--- src/rtl/spi_pkg.sv ---
// spi_pkg: shared slave state encoding and default frame width for the SPI link.
package spi_pkg;

    localparam int SPI_TRF_BIT_DEF = 12;

    typedef enum logic [1:0] {
        IDLE  = 2'd0,
        SHIFT = 2'd1,
        HOLD  = 2'd2
    } state_t;

endpackage

--- src/rtl/spi_slave_if.sv ---
// spi_slave_if: four-wire SPI serial link between master and slave.
interface spi_slave_if;

    logic cs;
    logic sclk;
    logic mosi;
    logic miso;

    modport slave  (input cs, sclk, mosi, output miso);
    modport master (output cs, sclk, mosi, input miso);

endinterface

--- src/rtl/spi_sync_edge.sv ---
// spi_sync_edge: multi-stage synchroniser with rise/fall detection on the synchronised level.
module spi_sync_edge #(
    parameter int   STAGES = 2,
    parameter logic INIT   = 1'b0
) (
    input  logic clk,
    input  logic rst,
    input  logic d,
    output logic q,
    output logic rise,
    output logic fall
);

    logic [STAGES-1:0] sr;
    logic              prev;

    always_ff @(posedge clk) begin
        if (rst) begin
            sr   <= {STAGES{INIT}};
            prev <= INIT;
        end else begin
            sr   <= {sr[STAGES-2:0], d};
            prev <= sr[STAGES-1];
        end
    end

    always_comb begin
        q    = sr[STAGES-1];
        rise = q & ~prev;
        fall = ~q & prev;
    end

endmodule

--- src/rtl/spi_slave.sv ---
// spi_slave: oversampled SPI slave; samples mosi on sclk fall, drives miso on sclk rise, MSB first.
module spi_slave
    import spi_pkg::*;
#(
    parameter int SPI_TRF_BIT = SPI_TRF_BIT_DEF,
    parameter int SYNC_STAGES = 2
) (
    input  logic                   clk,
    input  logic                   rst,
    spi_slave_if.slave             spi,
    input  logic [SPI_TRF_BIT-1:0] tx_data,
    input  logic                   tx_load,
    output logic                   tx_empty,
    output logic [SPI_TRF_BIT-1:0] rx_data,
    output logic                   rx_valid,
    output logic                   busy,
    output logic                   frame_err,
    output logic                   tx_underrun
);

    localparam int CW = $clog2(SPI_TRF_BIT + 1);

    state_t                 state, next;
    logic                   s_cs, s_sclk, s_mosi, rise, fall, prev_cs;
    logic                   unused_cs_rise, unused_cs_fall, unused_mosi_rise, unused_mosi_fall;
    logic                   start, act_rise, act_fall, last, abort;
    logic [CW-1:0]          bit_cnt;
    logic [SPI_TRF_BIT-1:0] tx_buf, tx_shift, rx_shift;

    spi_sync_edge #(.STAGES(SYNC_STAGES), .INIT(1'b1)) u_cs (
        .clk(clk), .rst(rst), .d(spi.cs), .q(s_cs), .rise(unused_cs_rise), .fall(unused_cs_fall)
    );
    spi_sync_edge #(.STAGES(SYNC_STAGES), .INIT(1'b0)) u_sclk (
        .clk(clk), .rst(rst), .d(spi.sclk), .q(s_sclk), .rise(rise), .fall(fall)
    );
    spi_sync_edge #(.STAGES(SYNC_STAGES), .INIT(1'b0)) u_mosi (
        .clk(clk), .rst(rst), .d(spi.mosi), .q(s_mosi), .rise(unused_mosi_rise), .fall(unused_mosi_fall)
    );

    always_comb begin
        start    = (state == IDLE) && prev_cs && !s_cs;
        act_rise = (state == SHIFT) && !s_cs && rise;
        act_fall = (state == SHIFT) && !s_cs && fall;
        last     = act_fall && (bit_cnt == CW'(SPI_TRF_BIT - 1));
        abort    = (state == SHIFT) && s_cs;
        busy     = state != IDLE;
        next     = state;
        next     = start ? SHIFT :
                   abort ? IDLE :
                   last ? HOLD :
                   (state == HOLD && s_cs) ? IDLE : state;
    end

    always_ff @(posedge clk) begin
        if (rst) state <= IDLE;
        else     state <= next;
    end

    always_ff @(posedge clk) begin
        if (rst) begin
            prev_cs     <= 1'b1;
            spi.miso    <= 1'b0;
            tx_buf      <= '0;
            tx_empty    <= 1'b1;
            tx_shift    <= '0;
            rx_shift    <= '0;
            rx_data     <= '0;
            bit_cnt     <= '0;
            rx_valid    <= 1'b0;
            frame_err   <= 1'b0;
            tx_underrun <= 1'b0;
        end else begin
            prev_cs     <= s_cs;
            rx_valid    <= last;
            frame_err   <= abort && (bit_cnt != '0);
            tx_underrun <= start && tx_empty;
            // a load coinciding with frame start stays buffered for the next frame
            if (tx_load) begin
                tx_buf   <= tx_data;
                tx_empty <= 1'b0;
            end else if (start) begin
                tx_empty <= 1'b1;
            end
            if (start) begin
                tx_shift <= tx_empty ? '0 : tx_buf;
                bit_cnt  <= '0;
            end
            if (state != SHIFT) begin
                spi.miso <= 1'b0;
            end else if (act_rise) begin
                spi.miso <= tx_shift[SPI_TRF_BIT-1];
                tx_shift <= tx_shift << 1;
            end
            if (act_fall) begin
                rx_shift <= {rx_shift[SPI_TRF_BIT-2:0], s_mosi};
                bit_cnt  <= bit_cnt + CW'(1);
            end
            if (last) rx_data <= {rx_shift[SPI_TRF_BIT-2:0], s_mosi};
        end
    end

endmodule
--- src/flat_wrapper.sv ---
// flat-port wrapper written by rule: the top's interface ports become plain ports
module spi_slave_flat import spi_pkg::*;
#(
    parameter int SPI_TRF_BIT = SPI_TRF_BIT_DEF,
    parameter int SYNC_STAGES = 2
)
  (clk, rst, tx_data, tx_load, tx_empty, rx_data, rx_valid, busy, frame_err, tx_underrun, spi_cs, spi_sclk, spi_mosi, spi_miso);
  spi_slave_if spi_i ();
  input  logic clk;
  input  logic rst;
  input  logic [SPI_TRF_BIT-1:0] tx_data;
  input  logic tx_load;
  output logic tx_empty;
  output logic [SPI_TRF_BIT-1:0] rx_data;
  output logic rx_valid;
  output logic busy;
  output logic frame_err;
  output logic tx_underrun;
  input wire logic [$bits(spi_i.cs)-1:0] spi_cs;
  input wire logic [$bits(spi_i.sclk)-1:0] spi_sclk;
  input wire logic [$bits(spi_i.mosi)-1:0] spi_mosi;
  output wire logic [$bits(spi_i.miso)-1:0] spi_miso;
  assign spi_i.cs = spi_cs;
  assign spi_i.sclk = spi_sclk;
  assign spi_i.mosi = spi_mosi;
  assign spi_miso = spi_i.miso;
  spi_slave #(.SPI_TRF_BIT(SPI_TRF_BIT), .SYNC_STAGES(SYNC_STAGES)) u_core (.clk(clk), .rst(rst), .spi(spi_i), .tx_data(tx_data), .tx_load(tx_load), .tx_empty(tx_empty), .rx_data(rx_data), .rx_valid(rx_valid), .busy(busy), .frame_err(frame_err), .tx_underrun(tx_underrun));
endmodule
--- config.mk ---
export PLATFORM = sky130hd
export DESIGN_NAME = spi_slave_flat
export DESIGN_NICKNAME = d
export VERILOG_FILES = /design/src/rtl/spi_pkg.sv /design/src/rtl/spi_slave_if.sv /design/src/rtl/spi_sync_edge.sv /design/src/rtl/spi_slave.sv /design/src/flat_wrapper.sv
export SDC_FILE = /design/constraint.sdc
export NUM_CORES = 1
export LEC_CHECK = 0
export CAP_MARGIN = 20
export CORE_MARGIN = 2
export CORE_UTILIZATION = 49
export CTS_BUF_LIST = sky130_fd_sc_hd__clkbuf_2
export DETAILED_ROUTE_END_ITERATION = 16
export HOLD_SLACK_MARGIN = 0.02
export PLACE_DENSITY = 0.8
export SYNTH_ARGS = -nofsm -noshare
export SYNTH_HDL_FRONTEND = slang
export SYNTH_SLANG_ARGS = --single-unit
--- constraint.sdc ---
create_clock -name clk -period 2.12 [get_ports clk]
set_clock_uncertainty 0.15 [all_clocks]
set_input_delay 0.636 -clock clk [delete_from_list [all_inputs] [get_ports clk]]
set_output_delay 0.636 -clock clk [all_outputs]
set_load 0.02 [all_outputs]
==> results.py <==
metrics = {
    "run_status": {
        "status": "completed",
    },
    "cts": {
        "cts_hold_buf": 0,
        "numCtsBuffers": 9,
        "clk_pin_slew_ns": 0.17,
        "root_buffer": "clkbuf_2",
        "worstSkewPairLatency_ns": 0.50,
        "htree_levels": 3,
        "cts_buffer_depth": 2,
        "cts_tree": "done",
        "clkSinkCount": 66,
    },
    "final_layout": {
        "n_fill_cell": 491,
        "layout-drive-gt1-share_pct": 11.84,
        "diodes": 0,
        "multi_input_area_um2": 1181,
        "fin_nets": 336,
        "final-seq-area_um2": 1326,
        "areaGrowthSynthToFinish_pct": 20.18,
    },
    "drt": {
        "drc": 0,
        "detailroute.via_count": 2139,
        "dr.pass1.iters": 6,
        "via_per_inst": 5.471,
        "ant_nets": 0,
        "routedWlPerCell_um": 14.07,
        "drt-initial-drc-count": 202,
        "routed_wl_mm": 5.503,
    },
    "worst_setup_path": {
        "crit_buf_inv": 1,
        "arrival_ns": 1.24,
        "r2r_end": "u_core.rx_data[2]$_SDFFE_PP0P_",
        "worstPathRequired_ns": 1.33,
        "worst-path-stages": 2,
        "cp_max_fo": 4,
        "ff2ff_setup_slack_ns": 0.19,
        "startpoint_type": "flop",
        "path_cells": "or2_4, buf_6",
        "cp_top_family": "flip-flops",
        "end_kind": "output pin",
        "r2r-start": "u_core.u_cs.sr[1]$_SDFF_PP1_",
        "cp-startpoint": "u_core.state[0]$_SDFFE_PP0P_",
        "critical_path_class": "reg -> out",
        "cpMaxStageDelayCell": "dfxtp_4",
        "critPathMaxStageDelay_ns": 0.39,
        "endpoint": "busy",
        "reg2reg_depth": 4,
    },
    "sta": {
        "setup_ws_ns": 0.09392,
        "rsz0062_at_grt": "no",
        "hold_viol_final": 0,
        "fin_crit_ns": 2.026,
        "max_freq_mhz": 493.6,
        "whs_ns": 0.2847,
        "finalSetupViolCount": 0,
        "tightest_slew_ns": 0.7319,
        "drv_slew": 0,
        "slew_headroom_pct": 51.02,
        "period_share_pct": 95.57,
    },
    "place": {
        "post-dp-hpwl_mm": 3.502,
        "pre_cts_ws_ns": 0.1363,
        "gp_congestion": 0.8012,
        "io_buffers": 35,
    },
    "logic_synthesis": {
        "syn_nets": 301,
        "yosys_warnings": 0,
        "synth_cells": 281,
        "async_flop_share_pct": 0,
        "syn-cell-area_um2": 2641,
        "synth_edf_count": 0,
        "ys.flop_type": "dfxtp_1",
        "seq_area_frac_synth_pct": 50.02,
        "avgSynthCellArea_um2": 9.400,
        "synth_cell_types": 37,
        "synth_seq_cells": 66,
    },
    "power": {
        "irDropWorstVdd_v": 0.0003880,
        "leakage_nw": 1.183,
        "pwr_density_cell_nw_per_um2": 634.4,
    },
    "min_path": {
        "holdPathStages": 1,
        "hold_class": "reg -> reg",
    },
    "floorplanning": {
        "dieArea_um2": 5994,
        "core_um2": 5140,
        "start_util_pct": 51.39,
        "rows": 26,
        "num_io_pins": 36,
        "die_h_um": 77.42,
        "fp.dieW_um": 77.42,
    },
    "global_route": {
        "grt_pass1_wl_mm": 9.232,
        "grt-ovfl-total": 0,
        "antenna_found_initial": 0,
        "grt_max_degree": 41,
        "grtUsageTotal_pct": 19.34,
        "grt_pass1_vias": 1987,
    },
    "job": {
        "drv_cap": 0,
    },
}
[metrics by stage]
stage	std cells	power [W]	setup TNS (ns)	area [um2]	utilization, %
5_1_grt	391	0.002095	0	3174	61.76
2_1_floorplan	281	0.001386	0	2641	-
4_1_cts	389	0.002019	-0.1547	3151	61.30
3_5_place_dp	373	0.001457	0	3095	60.22
6_report	391	0.002014	0	3174	61.76
3_3_place_gp	373	0.001452	0	3095	60.22
[synthesized netlist by cell type (5+ instances only)]
cell type	number	area [um2]
nand2_1	29	108.9
a32oi_1	10	87.58
o21ai_0	13	65.06
nand3_1	15	75.07
o211ai_1	5	37.54
nor2b_1	8	50.05
o31ai_1	10	75.07
nor2_1	14	52.55
dfxtp_1	66	1321
clkbuf_1	21	78.83
mux2i_1	24	240.2
a21oi_1	24	120.1
[cells by family (layout without fill, tap and decap cells)]
kind of cell	Yosys count	in the layout	synth area share (%)
flops	66	66	50.02
mux	24	24	9.095
buf+inv	31	71	5.353
fa+ha+maj	2	2	0.9473
compound gates	71	71	17.29
simple gates	87	87	17.29
[per-layer routing]
metal	global-route usage [%]	part of all wire, %
met5	0	0
met4	9.107	1.9
met3	4.651	4.1
met2	28.96	46
met1	26.29	48
[power breakdown]
part	leakage (nW)	internal, W	switching (W)
sequential	0.537	0.00126	0.0000137
combinational	0.587	0.0000751	0.0000778
clock	0.0582	0.000149	0.000433
total	1.18	0.00149	0.000525
[layout by cell type, fill, tap and decap left out, types with 3 or more instances in the layout]
master            n
dfxtp_1          64
nand2_1          29
mux2i_1          24
a21oi_1          24
clkdlybuf4s50_1  17
dlygate4sd2_1    17
nand3_1          15
nor2_1           14
o21ai_0          13
buf_4            13
clkbuf_2         11
a32oi_1          10
o31ai_1          10
nor2b_1           8
o211ai_1          5
inv_1             4
nor3b_1           4
or3b_1            3
clkinv_1          3
buf_12            3
[layout make-up]
class	instances	area share, %
Timing Repair Buffer	51	15.37
Tap cell	70	2.759
Inverter	4	0.4730
Clock buffer	11	1.734
Multi-Input combinational cell	184	37.21
Sequential cell	66	41.78
Clock inverter	5	0.6701
[how the worst min path moves through the flow]
| stage | slack [ns] | from | endpoint |
|---|---|---|---|
| floorplan | 0.24 | u_core.u_cs.sr[0]$_SDFF_PP1_ | u_core.u_cs.sr[1]$_SDFF_PP1_ |
| global placement | 0.25 | u_core.u_cs.sr[0]$_SDFF_PP1_ | u_core.u_cs.sr[1]$_SDFF_PP1_ |
| detailed placement | 0.25 | u_core.u_cs.sr[0]$_SDFF_PP1_ | u_core.u_cs.sr[1]$_SDFF_PP1_ |
| CTS | 0.28 | u_core.u_cs.sr[0]$_SDFF_PP1_ | u_core.u_cs.sr[1]$_SDFF_PP1_ |
| global route | 0.29 | u_core.u_cs.sr[0]$_SDFF_PP1_ | u_core.u_cs.sr[1]$_SDFF_PP1_ |
| finish | 0.28 | u_core.u_cs.sr[0]$_SDFF_PP1_ | u_core.u_cs.sr[1]$_SDFF_PP1_ |
[state kept, by name, summed over array words and instances, names as in the netlist]
register / cells
u_core.rx_valid: 1
u_core.u_sclk.sr: 2
u_core.tx_empty: 1
u_core.spi.miso: 1
u_core.u_sclk.prev: 1
u_core.bit_cnt: 4
u_core.rx_data: 12
u_core.u_cs.sr: 2
u_core.frame_err: 1
u_core.tx_shift: 12
u_core.prev_cs: 1
u_core.tx_underrun: 1
u_core.tx_buf: 12
u_core.state: 2
u_core.u_mosi.sr: 2
u_core.rx_shift: 11
[repair_timing]
action	4_1_cts	5_1_grt
gates resized for setup	19	8
setup endpoints to repair	18	1
buffers inserted	0	2
(Power assumes the default switching activity.)
==> patch: new RTL, same settings <==
Set the package constant `SPI_TRF_BIT_DEF` to 6 (it was 12).
--- a/src/rtl/spi_pkg.sv
+++ b/src/rtl/spi_pkg.sv
@@ -2,5 +2,5 @@
 package spi_pkg;
 
-    localparam int SPI_TRF_BIT_DEF = 12;
+    localparam int SPI_TRF_BIT_DEF = 6;
 
     typedef enum logic [1:0] {
Interface: changed (resized rx_data and tx_data); port bits go from 36 to 24. The function was not compared with the original's and may differ.
==> patch against the unedited design <==
  * Die area shrank 36%
  * Sequential power down 38%
  * Worst setup slack gained 0.021 ns
  * Synthesized area shrank 38%
  * Sequential share of layout area grew 0.15 points
  * Power fell by 40%
  * Design area fell by 38%
  * Critical path depth is the same
  * Wire length down 37%
  * Sequential cell count shrank 25
  * Utilization increased by 0.92 points
  * Critical path type unchanged
==> patch: results (changes against the unedited design) <==
<table>
<tr><th>Metric</th><th>Value</th></tr>
<tr><th colspan="2">Worst setup path</th></tr>
<tr><td>Reg-to-Reg Start</td><td>u_core.state[0]</td></tr>
<tr><td>Largest driver fanout on the critical path</td><td>2 (-2)</td></tr>
<tr><td>Arrival time of the worst setup path</td><td>1.22 ns (-0.02 ns)</td></tr>
<tr><td>Capture point of the worst reg-to-reg path</td><td>u_core.tx_shift[5]</td></tr>
<tr><th colspan="2">Route</th></tr>
<tr><td>Detailed Routing Iterations Pass 1</td><td>4 (-2)</td></tr>
<tr><td>Wire length on met3</td><td>159 um (-30%)</td></tr>
<tr><td>Number of DRC markers in iteration 0</td><td>60 (-70%)</td></tr>
<tr><td>Wire length per cell</td><td>14.5 um (+2.7%)</td></tr>
<tr><td>Total routed wire length on the met1 layer</td><td>1590 um (-40%)</td></tr>
<tr><th colspan="2">STA</th></tr>
<tr><td>Hold Worst Slack</td><td>0.287 ns (+0.00186 ns)</td></tr>
<tr><th colspan="2">Synth</th></tr>
<tr><td>Nets in the synthesized netlist</td><td>186 (-38%)</td></tr>
<tr><td>Cell types occupying the most area after synthesis</td><td>dfxtp_1 50%, a21oi_1 4.9%, mux2i_1 3.7%</td></tr>
<tr><td>Top cells by instance count after synthesis</td><td>41 x dfxtp_1, 16 x a21oi_1, 12 x clkbuf_1</td></tr>
<tr><td>Register area share after synthesis</td><td>50.1% (+0.091 points)</td></tr>
<tr><th colspan="2">CTS</th></tr>
<tr><td>Clock transition at the register clock pins on the worst setup and hold paths after CTS</td><td>0.19 ns (+0.02 ns)</td></tr>
<tr><td>Insertion delay of the later-clocked pin in the worst-skew pair</td><td>0.40 ns (-0.10 ns)</td></tr>
<tr><th colspan="2">Final layout</th></tr>
<tr><td>Share of post-route cells with drive strength above 1</td><td>13.3% (+1.4 points)</td></tr>
<tr><td>Fillers</td><td>257 (-48%)</td></tr>
<tr><th colspan="2">Global route</th></tr>
<tr><td>Maximum number of pins on one net before global-route repair</td><td>40 (-2.4%)</td></tr>
<tr><td>Wire length of the first global-routing pass</td><td>5640 um (-39%)</td></tr>
<tr><th colspan="2">Outcome</th></tr>
<tr><td>Run status</td><td>finished clean</td></tr>
<tr><th colspan="2">Placed design</th></tr>
<tr><td>Final weighted congestion in routability-driven placement</td><td>0.903 (+13%)</td></tr>
<tr><td>I/O Buffers</td><td>23 (-34%)</td></tr>
<tr><td>HPWL Detailed</td><td>2330 um (-33%)</td></tr>
<tr><td>Standard cell area after detailed placement</td><td>0.00194 mm^2 (-37%)</td></tr>
<tr><th colspan="2">Power and ir drop</th></tr>
<tr><td>Peak VDD IR</td><td>357 uV (-8.1%)</td></tr>
</table>
## patch: worst max-delay path by stage
stage / start / endpoint / slack, ns / cells after the start
after floorplan: u_core.state[0] / u_core.tx_shift[5] / 0.40 / 3
after global placement: rst / u_core.frame_err / 0.15 / 3
after detailed placement: rst / u_core.frame_err / 0.14 / 3
after CTS: u_core.state[0] / busy / 0.004 / 2
after global routing: u_core.state[0] / busy / 0.04 / 2
final: u_core.state[0] / busy / 0.11 / 2
## patch: through the flow
stage | power (uW) | setup WS (ns) | cells
6_report | 1220 | 0.115 | 240
5_1_grt | 1260 | 0.0377 | 240
4_1_cts | 1230 | 0.00385 | 240
3_5_place_dp | 903 | 0.136 | 232
3_3_place_gp | 899 | 0.148 | 232
2_1_floorplan | 860 | 0.398 | 171
## patch: worst max-delay path, cell delays in order (launching register included)
cell and delay (ns):
dfxtp_2 0.36, or2_2 0.30, buf_2 0.16
## patch: area by class of cell
class | instances | area [um^2] | share of cell area, %
multi-input cells | 114 | 756 | 38.5
repair buffers | 30 | 277 | 14.1
clock buffers | 6 | 30.0 | 1.53
well taps | 44 | 55.1 | 2.81
clock inverters | 2 | 10.0 | 0.511
inverters | 3 | 11.3 | 0.574
flip-flops and latches | 41 | 822 | 41.9
## patch: cell families (layout without fill, tap and decap cells)
| kind of cell | after synthesis | count (layout) | share of synthesized area [%] |
|---|---|---|---|
| AO/OA/AOI/OAI | 45 | 45 | 18.3 |
| buffers and inverters | 16 | 41 | 3.74 |
| flip-flops | 41 | 41 | 50.1 |
| adder cells (fa/ha/maj) | 3 | 3 | 2.29 |
| AND/OR/NAND/NOR | 60 | 60 | 21.8 |
| multiplexers | 6 | 6 | 3.67 |
## patch: repair_timing
item	in CTS	in global routing
gates resized for setup	14	2
hold buffers	0	0
endpoints found under the hold margin	0	0
setup endpoints to repair	12	1
## patch: power breakdown
group	internal (uW)	switching, uW
logic	44.3	43.8
registers	788	9.87
clock network	82.8	247
## patch: metal layers
layer,up-vias,track usage (%)
li1,670,-
met1,642,26.5
met2,38,30.1
met3,9,8.07
met4,0,10.6
met5,-,0
